## src/rtl/fetch_pkg.sv

```systemverilog
// rtl/fetch_pkg.sv - shared types and constants for the fetch/memory arbiter
package fetch_pkg;

    typedef enum logic [2:0] {
        S_IDLE    = 3'd0,
        S_READY   = 3'd1,
        S_IF_WAIT = 3'd2,
        S_D_WAIT  = 3'd3,
        S_HALT    = 3'd4
    } fetch_state_t;

    typedef enum logic {
        FETCH = 1'b0,
        DATA  = 1'b1
    } grant_t;

    localparam logic [31:0] RESET_PC = 32'h0000_0000;

endpackage

```

## src/rtl/fetch_mem_arbiter_rr_arb2.sv

```systemverilog
// rtl/fetch_mem_arbiter_rr_arb2.sv - two-requester round-robin arbiter (fetch vs data)
module rr_arb2
    import fetch_pkg::*;
(
    input  logic clk,
    input  logic reset,
    input  logic req_fetch,
    input  logic req_data,
    input  logic accept,
    output logic grant_data
);

    grant_t last_grant;

    // On a tie the requester that did not win last time goes first.
    always_comb begin
        grant_data = 1'b0;
        if (req_fetch && req_data) begin
            grant_data = (last_grant == FETCH);
        end else if (req_data) begin
            grant_data = 1'b1;
        end
    end

    always_ff @(posedge clk or posedge reset) begin
        if (reset) begin
            last_grant <= FETCH;
        end else if (accept) begin
            last_grant <= grant_t'(grant_data);
        end
    end

endmodule

```

## src/rtl/fetch_mem_arbiter.sv

```systemverilog
// rtl/fetch_mem_arbiter.sv - run controller and shared memory port arbiter for fetch and load/store
module fetch_mem_arbiter
    import fetch_pkg::*;
#(
    parameter int ADDR_WIDTH = 32,
    parameter int DATA_WIDTH = 32
) (
    input  logic                  clk,
    input  logic                  reset,
    input  logic                  trigger,
    input  logic                  halt,
    input  logic                  PCSrcD,
    input  logic [ADDR_WIDTH-1:0] PCF,
    input  logic                  d_req,
    input  logic                  d_we,
    input  logic [ADDR_WIDTH-1:0] d_addr,
    input  logic [DATA_WIDTH-1:0] d_wdata,
    output logic                  mem_req,
    output logic                  mem_we,
    output logic [ADDR_WIDTH-1:0] mem_addr,
    output logic [DATA_WIDTH-1:0] mem_wdata,
    input  logic                  mem_rvalid,
    input  logic [DATA_WIDTH-1:0] mem_rdata,
    output logic [DATA_WIDTH-1:0] InstrF,
    output logic                  instr_valid,
    output logic                  StallFetch,
    output logic [DATA_WIDTH-1:0] d_rdata,
    output logic                  d_done
);

    fetch_state_t state;
    logic         discard;
    logic         halt_latched;
    logic         grant_data;
    logic         stop_now;

    // The fetch is always pending in READY, so any non-halted READY cycle issues a request.
    assign mem_req   = (state == S_READY) && !halt;
    assign mem_addr  = grant_data ? d_addr : PCF;
    assign mem_we    = mem_req && grant_data && d_we;
    assign mem_wdata = grant_data ? d_wdata : '0;
    assign stop_now  = halt || halt_latched;

    assign StallFetch = ~instr_valid;

    rr_arb2 u_arb (
        .clk        (clk),
        .reset      (reset),
        .req_fetch  (!halt),
        .req_data   (d_req && !halt),
        .accept     (mem_req),
        .grant_data (grant_data)
    );

    always_ff @(posedge clk or posedge reset) begin
        if (reset) begin
            state        <= S_IDLE;
            InstrF       <= '0;
            d_rdata      <= '0;
            instr_valid  <= 1'b0;
            d_done       <= 1'b0;
            discard      <= 1'b0;
            halt_latched <= 1'b0;
        end else begin
            instr_valid <= 1'b0;
            d_done      <= 1'b0;
            case (state)
                S_IDLE: begin
                    if (trigger) begin
                        state <= S_READY;
                    end
                end
                S_READY: begin
                    if (halt) begin
                        state <= S_HALT;
                    end else if (grant_data) begin
                        state <= S_D_WAIT;
                    end else begin
                        state   <= S_IF_WAIT;
                        // A redirect alongside a delivered instruction belongs to the F/D flush.
                        discard <= PCSrcD && !instr_valid;
                    end
                end
                S_IF_WAIT: begin
                    if (halt) begin
                        halt_latched <= 1'b1;
                    end
                    if (PCSrcD) begin
                        discard <= 1'b1;
                    end
                    if (mem_rvalid) begin
                        discard <= 1'b0;
                        if (!(discard || PCSrcD || stop_now)) begin
                            InstrF      <= mem_rdata;
                            instr_valid <= 1'b1;
                        end
                        state <= stop_now ? S_HALT : S_READY;
                    end
                end
                S_D_WAIT: begin
                    if (halt) begin
                        halt_latched <= 1'b1;
                    end
                    if (mem_rvalid) begin
                        d_rdata <= mem_rdata;
                        d_done  <= 1'b1;
                        state   <= stop_now ? S_HALT : S_READY;
                    end
                end
                S_HALT: begin
                    state <= S_HALT;
                end
                default: begin
                    state <= S_IDLE;
                end
            endcase
        end
    end

endmodule
```

## config.mk

```make
export PLATFORM = sky130hd
export DESIGN_NAME = fetch_mem_arbiter
export DESIGN_NICKNAME = d
export VERILOG_FILES = /design/src/rtl/fetch_pkg.sv /design/src/rtl/fetch_mem_arbiter_rr_arb2.sv /design/src/rtl/fetch_mem_arbiter.sv
export SDC_FILE = /design/constraint.sdc
export NUM_CORES = 1
export LEC_CHECK = 0
export CORE_ASPECT_RATIO = 0.6
export CORE_MARGIN = 5
export CORE_UTILIZATION = 31
export CTS_CLUSTER_DIAMETER = 40
export DETAILED_ROUTE_END_ITERATION = 12
export PLACE_DENSITY = 0.75
export SYNTH_ARGS = -nofsm -noshare
export SYNTH_HDL_FRONTEND = slang
export SYNTH_HIERARCHICAL = 1
export SYNTH_SLANG_ARGS = --single-unit
```

## constraint.sdc

```tcl
create_clock -name clk -period 2.25 [get_ports clk]
set_input_delay 0.45 -clock clk [delete_from_list [all_inputs] [get_ports clk]]
set_output_delay 0.45 -clock clk [all_outputs]
set_load 0.005 [all_outputs]
```

==> impl_metrics.toml, run 1 <==
[cts]
path_clk_slew_ns = 0.05
cts_hold_buf = 0
clockRootBuffer = "clkbuf_16"
cts_tree = "yes"
clock_latency_ns = 0.32
clock_path_buffers = 2
htreeDepth = 3
cts_made_buffers = 9
cts_sinks = 72

[setup_path]
rrSetupSlack_ns = 0.59
crit_required_ns = 1.80
cp.arrival_ns = 1.78
crit_fanout = 5
cp_slowest_cell = "dfrtp_1"
ff2ff_path_depth = 5
path_class = "reg2out"
crit_path_start_kind = "register"
cp_cell_sequence = "a21boi_4 > buf_12 > buf_8 > buf_16 > mux2_4 > buf_6"
crit_path_end_kind = "output pin"
r2r_start = "state[0]"
reg2reg_to = "InstrF[5]"
slowest_delay_ns = 0.41

[timing]
fin_crit_sh_pct = 98.9
slew_violations = 0
setup_violations = 0
worst_slew_pin_slew_ns = 0.493
fin_hold_ws_ns = 0.356
fin_skew_ns = 0.00347
fmax_ghz = 0.449
fin_crit_ns = 2.23
finalHoldViolations = 0
max_slew_margin_pct = 67.1
worst_slack_ns = 0.0237
rsz0062_at_grt = "true"

[route]
wire_per_inst_um = 19.1
vias = 3129
drtIter0Drc = 102
drt_first_pass_iters = 4
post-route-drc-count = 0
wirelength_um = 13200
via_per_inst = 4.52
detail-route-antenna-nets = 0

[pwr]
power_w = 0.00521
ir_drop_mv = 0.380
p_per_area_nw_per_um2 = 741
p_leak_nw = 3.38

[synthesis]
synthDistinctLibCells = 31
synthCells = 250
synth-seq-cells = 72
avgSynthCellArea_um2 = 14.2
synth_warnings = 6
ys_seq_area_share_pct = 50.8
syn-num-nets = 386
synth_area_um2 = 3550

[finish]
final_area_um2 = 7040
drive_gt1_share_pct = 35.3
final_common_cell = "clkdlybuf4s50_1"
antenna_cells = 0
layout_common_cells = "clkdlybuf4s50_1 (200), dfrtp_1 (72), mux2_4 (52), mux2_2 (46), and2_1 (32)"
area_delta_synth_final_pct = 98.2
layout.nets = 682
fin_util_pct = 62.5

[die]
die_h_um = 92.9
dieArea_um2 = 13800
rows = 30
pin_count = 269
die_w_um = 148
start_util_pct = 31.5
coreArea_um2 = 11300

[grt]
grt_pass1_vias = 3662
grt-ovfl-total = 0
grt_first_pass_wirelength_um = 20400
grt_start_max_net_pins = 40
antenna_found_initial = 0
grt_util_all_layers_pct = 19.0

[placed_design]
place.port_buffers = 268
place_ws_ns = -0.552
placed_cell_area_um2 = 6510
globalplace.congestion = 0.846
hpwlAfterDp_um = 10300

[run]
maxCapViolCount = 0

[status]
status = "finished clean"

[worst_hold_path]
worst_hold_path_type = "in2async"
[critical path, delay by kind of cell (launching register included)]
kind | cells | cell delay (ns)
AO/OA/AOI/OAI | 1 | 0.23
flip-flops | 1 | 0.41
buffers and inverters | 4 | 0.51
multiplexers | 1 | 0.30
[per-layer routing]
| metal | track usage [%] | vias to the layer above | share of wire (%) |
|---|---|---|---|
| met5 | 0 | - | 0 |
| met4 | 4.53 | 0 | 1.7 |
| met3 | 7.29 | 17 | 8.2 |
| met2 | 29.5 | 150 | 47 |
| met1 | 25.0 | 1500 | 43 |
| li1 | - | 1462 | - |
[final cells by class]
cell class              instances  area [µm²]
fillers                       868        4220
repair buffers                300        3020
flip-flops and latches         72        1800
multi-input cells             157        1730
clock buffers                   9         225
well taps                     144         180
clock inverters                 5        58.8
inverters                       6        22.5
[sequential cells by signal (all words and copies together), names as in the netlist]
signal / cells
InstrF: 32
d_rdata: 32
state: 3
d_done: 1
discard: 1
halt_latched: 1
instr_valid: 1
u_arb/last_grant: 1
[kinds of logic (layout without fill, tap and decap cells)]
kind of cell / after synthesis / in the layout / synth area share [%]
and+or+nand+nor: 46 / 46 / 8.74
buffers and inverters: 21 / 320 / 3.45
muxes: 99 / 99 / 34.5
AOI/OAI and AO/OA: 12 / 12 / 2.50
DFF: 72 / 72 / 50.8
[worst max path at each step]
stage	end	cells past startpoint	start	slack (ns)
4_1_cts	mem_addr[31]	5	u_arb/last_grant	-0.04
2_1_floorplan	InstrF[0]	1	reset	0.003
3_3_place_gp	mem_addr[3]	6	halt	-0.54
6_report	mem_addr[14]	6	u_arb/last_grant	0.02
5_1_grt	mem_addr[19]	6	u_arb/last_grant	-0.03
3_5_place_dp	mem_addr[17]	6	halt	-0.55
[per-stage QoR]
step / cells / TNS, ns
floorplan: 250 / 0
global placement: 666 / -30.07
detailed placement: 666 / -30.66
CTS: 693 / -0.0414
global route: 693 / -0.334
finish: 693 / 0
[synth_stat cells]
| cell | n | area, µm² |
|---|---|---|
| nand2b_1 | 2 | 12.5 |
| o32a_1 | 1 | 10.0 |
| dfrtp_1 | 72 | 1800 |
| inv_1 | 6 | 22.5 |
| buf_6 | 4 | 45.0 |
| nor2_1 | 2 | 7.51 |
| a311oi_1 | 1 | 8.76 |
| a21boi_2 | 1 | 11.3 |
| nand3_4 | 1 | 17.5 |
| buf_2 | 2 | 10.0 |
| and2_1 | 32 | 200 |
| clkbuf_1 | 3 | 11.3 |
| and3_1 | 1 | 6.26 |
| nor4b_4 | 1 | 23.8 |
| nand2_1 | 2 | 7.51 |
| o22ai_1 | 1 | 6.26 |
| o21ai_0 | 3 | 15.0 |
| a211oi_1 | 1 | 7.51 |
| o21a_1 | 1 | 7.51 |
| buf_4 | 3 | 22.5 |
| nor3_1 | 1 | 5.00 |
| a21o_1 | 1 | 7.51 |
| and2b_1 | 1 | 7.51 |
| mux2_2 | 68 | 766 |
| o31ai_1 | 1 | 7.51 |
| mux2i_1 | 1 | 10.0 |
| o21bai_1 | 1 | 7.51 |
| buf_1 | 3 | 11.3 |
| nand3_2 | 1 | 10.0 |
| mux2_4 | 30 | 450 |
| nor2b_1 | 2 | 12.5 |
[power by group]
part | switching (W) | internal (W)
combinational | 0.000615 | 0.00140
sequential | 0.000195 | 0.00164
clock | 0.000511 | 0.000847
[what timing repair did]
action / CTS / global route
cloned: 6 / 0
pin swaps: 1 / 2
resized for setup: 211 / 31
buffers inserted: 8 / 1
setup endpoints to repair: 66 / 64
Note: power is estimated with default switching activity, not from simulation.
==> run 2, diff against run 1 <==
--- a/config.mk
+++ b/config.mk
@@ -5,12 +5,14 @@
 export SDC_FILE = /design/constraint.sdc
 export NUM_CORES = 1
 export LEC_CHECK = 0
+export CELL_PAD_IN_SITES_DETAIL_PLACEMENT = 1
+export CELL_PAD_IN_SITES_GLOBAL_PLACEMENT = 1
 export CORE_ASPECT_RATIO = 0.6
 export CORE_MARGIN = 5
-export CORE_UTILIZATION = 31
+export CORE_UTILIZATION = 22
 export CTS_CLUSTER_DIAMETER = 40
 export DETAILED_ROUTE_END_ITERATION = 12
-export PLACE_DENSITY = 0.75
+export PLACE_DENSITY = 0.73
 export SYNTH_ARGS = -nofsm -noshare
 export SYNTH_HDL_FRONTEND = slang
 export SYNTH_HIERARCHICAL = 1
==> run 2 against run 1 <==
  * The run now ends with negative setup slack left
  * Sequential power hardly changed
  * Count of clock-buffer cells in the layout unchanged
  * Non-clock buffer count down 1
  * First-iteration DRC count decreased by 16%
  * Critical path depth fell by 1
  * Core utilization is 19 points lower
  * Clock power up 6%
  * Maximum frequency shrank 1.9%
  * Wire length is 10% higher
  * Setup slack worse by 0.044 ns
  * Critical path type unchanged
  * Largest power group unchanged
==> impl_metrics.toml, run 2 (synthesized netlist as in run 1, its figures left out) <==
[cts]
cts_tree = "yes"
clock_latency_ns = 0.33
cts_hold_buf = 0
clock_path_buffers = 2
path_clk_slew_ns = 0.06
cts_sinks = 72
htreeDepth = 3
cts_made_buffers = 9
clockRootBuffer = "clkbuf_16"

[route]
via_per_inst = 4.19
vias = 3179
drt_first_pass_iters = 4
post-route-drc-count = 0
detail-route-antenna-nets = 0
wirelength_um = 14600
drtIter0Drc = 86
wire_per_inst_um = 19.3

[finish]
area_delta_synth_final_pct = 97.7
layout.nets = 681
layout_common_cells = "clkdlybuf4s50_1 (201), dfrtp_1 (72), mux2_2 (62), mux2_4 (36), and2_1 (30)"
antenna_cells = 0
seq_area_um2 = 1800
fillers = 1718
drive_gt1_share_pct = 35.2
multi_input_area_um2 = 1690
reg.largest.list = "InstrF x32, d_rdata x32, state x3"
final_common_cell = "clkdlybuf4s50_1"

[setup_path]
cp_cell_sequence = "a21boi_4 > buf_12 > buf_12 > mux2_2 > clkdlybuf4s15_2"
startpoint = "u_arb/last_grant"
cp_slowest_cell = "dfrtp_1"
path_class = "reg2out"
crit_path_end_kind = "output pin"
crit_end = "mem_addr[8]"
crit_fanout = 10
ff2ff_path_depth = 5
cp_top_family = "buffers and inverters"
worst-path-buf-inv = 3
slowest_delay_ns = 0.42
path_common_cell = "buf_12"
reg2reg_to = "InstrF[21]"
rrSetupSlack_ns = 0.58
crit_required_ns = 1.80
crit_path_start_kind = "register"
cp_num_cells = 5
cp.arrival_ns = 1.82
r2r_start = "state[0]"

[pwr]
power_switching_w = 0.00142
pwr-share-comb_pct = 37.7
p_per_area_nw_per_um2 = 752
p_leak_nw = 3.28
p_clk_share_pct = 27.4
ir_drop_mv = 0.366
switching_share_pct = 26.8
p_int_w = 0.00386
seqPwrFrac_pct = 34.9

[status]
status = "complete, but fails checks"
violations = "negative setup slack"

[die]
dieArea_um2 = 18900
rows = 36
die_w_um = 174
die_h_um = 108
start_util_pct = 22.1
coreArea_um2 = 16000
pin_count = 269

[placed_design]
place.port_buffers = 268
hpwlAfterDp_um = 11000
globalplace.congestion = 0.774

[grt]
grt_first_pass_wirelength_um = 21200
grt-ovfl-total = 0
grt_util_all_layers_pct = 14.5
grt_start_max_net_pins = 72
grt_pass1_vias = 3544
antenna_found_initial = 0

[timing]
setup_violations = 1
finalHoldViolations = 0
worst_slack_ns = -0.0199
max_slew_margin_pct = 73.2
fin_crit_sh_pct = 101
fin_crit_ns = 2.27
fin_hold_ws_ns = 0.309
worst_slew_pin_slew_ns = 0.402
fin_skew_ns = 0.0115
tns_ns = -0.0199
fmax_ghz = 0.441
rsz0062_at_grt = "true"
slew_violations = 0

[run]
maxCapViolCount = 0

[worst_hold_path]
worst_hold_path_type = "in2async"
run 2: power groups by stage:
stage | combinational, W | sequential [W] | clock [W]
3_3_place_gp | 0.00189 | 0.00183 | 0
5_1_grt | 0.00212 | 0.00189 | 0.00155
3_5_place_dp | 0.00194 | 0.00186 | 0
4_1_cts | 0.00202 | 0.00184 | 0.00150
6_report | 0.00199 | 0.00184 | 0.00144
2_1_floorplan | 0.000633 | 0.00187 | 0
run 2: repair_timing:
item / 4_1_cts / 5_1_grt
pin swaps: 0 / 2
resized for setup: 169 / 38
endpoints found under the setup margin: 66 / 42
cloned: 4 / 1
buffers inserted: 11 / 2
run 2: worst min-delay path by stage:
| stage | start | to | cells after the start |
|---|---|---|---|
| 6_report | reset | u_arb/last_grant | 2 |
| 5_1_grt | reset | u_arb/last_grant | 2 |
| 4_1_cts | reset | u_arb/last_grant | 2 |
| 3_3_place_gp | halt_latched | halt_latched | 1 |
| 3_5_place_dp | halt_latched | halt_latched | 1 |
| 2_1_floorplan | reset | u_arb/last_grant | 1 |
run 2: layer usage:
| metal | global-route usage [%] | vias up | part of all wire, % |
|---|---|---|---|
| met5 | 0 | - | 0 |
| met4 | 2.99 | 0 | 0.90 |
| met3 | 6.22 | 10 | 8.4 |
| met2 | 24.7 | 130 | 50 |
| met1 | 17.2 | 1575 | 41 |
| li1 | - | 1464 | - |
run 2: final cells by class:
type,count,area share (%)
repair buffers,299,42.1
multi-input cells,157,24.0
clock inverters,6,0.963
clock buffers,9,3.21
flip-flops and latches,72,25.7
inverters,6,0.321
well taps,209,3.73
run 2: worst reg2reg max path: stages, from the launching register on:
cell     delay (ns)
dfrtp_1        0.41
buf_4          0.19
nor4b_4        0.32
nand3_4        0.14
buf_12         0.19
mux2_4         0.32
run 2: per-stage QoR:
step	instance area, µm²	instances	setup WS (ns)	utilization (%)	power, W
CTS	7080	758	-0.117	44.2	0.00536
global route	7020	758	-0.0825	43.8	0.00557
finish	7020	758	-0.0199	43.8	0.00528
detailed placement	6570	728	-0.620	41.0	0.00380
floorplan	3550	250	0.00343	-	0.00250
global placement	6570	728	-0.552	41.0	0.00372
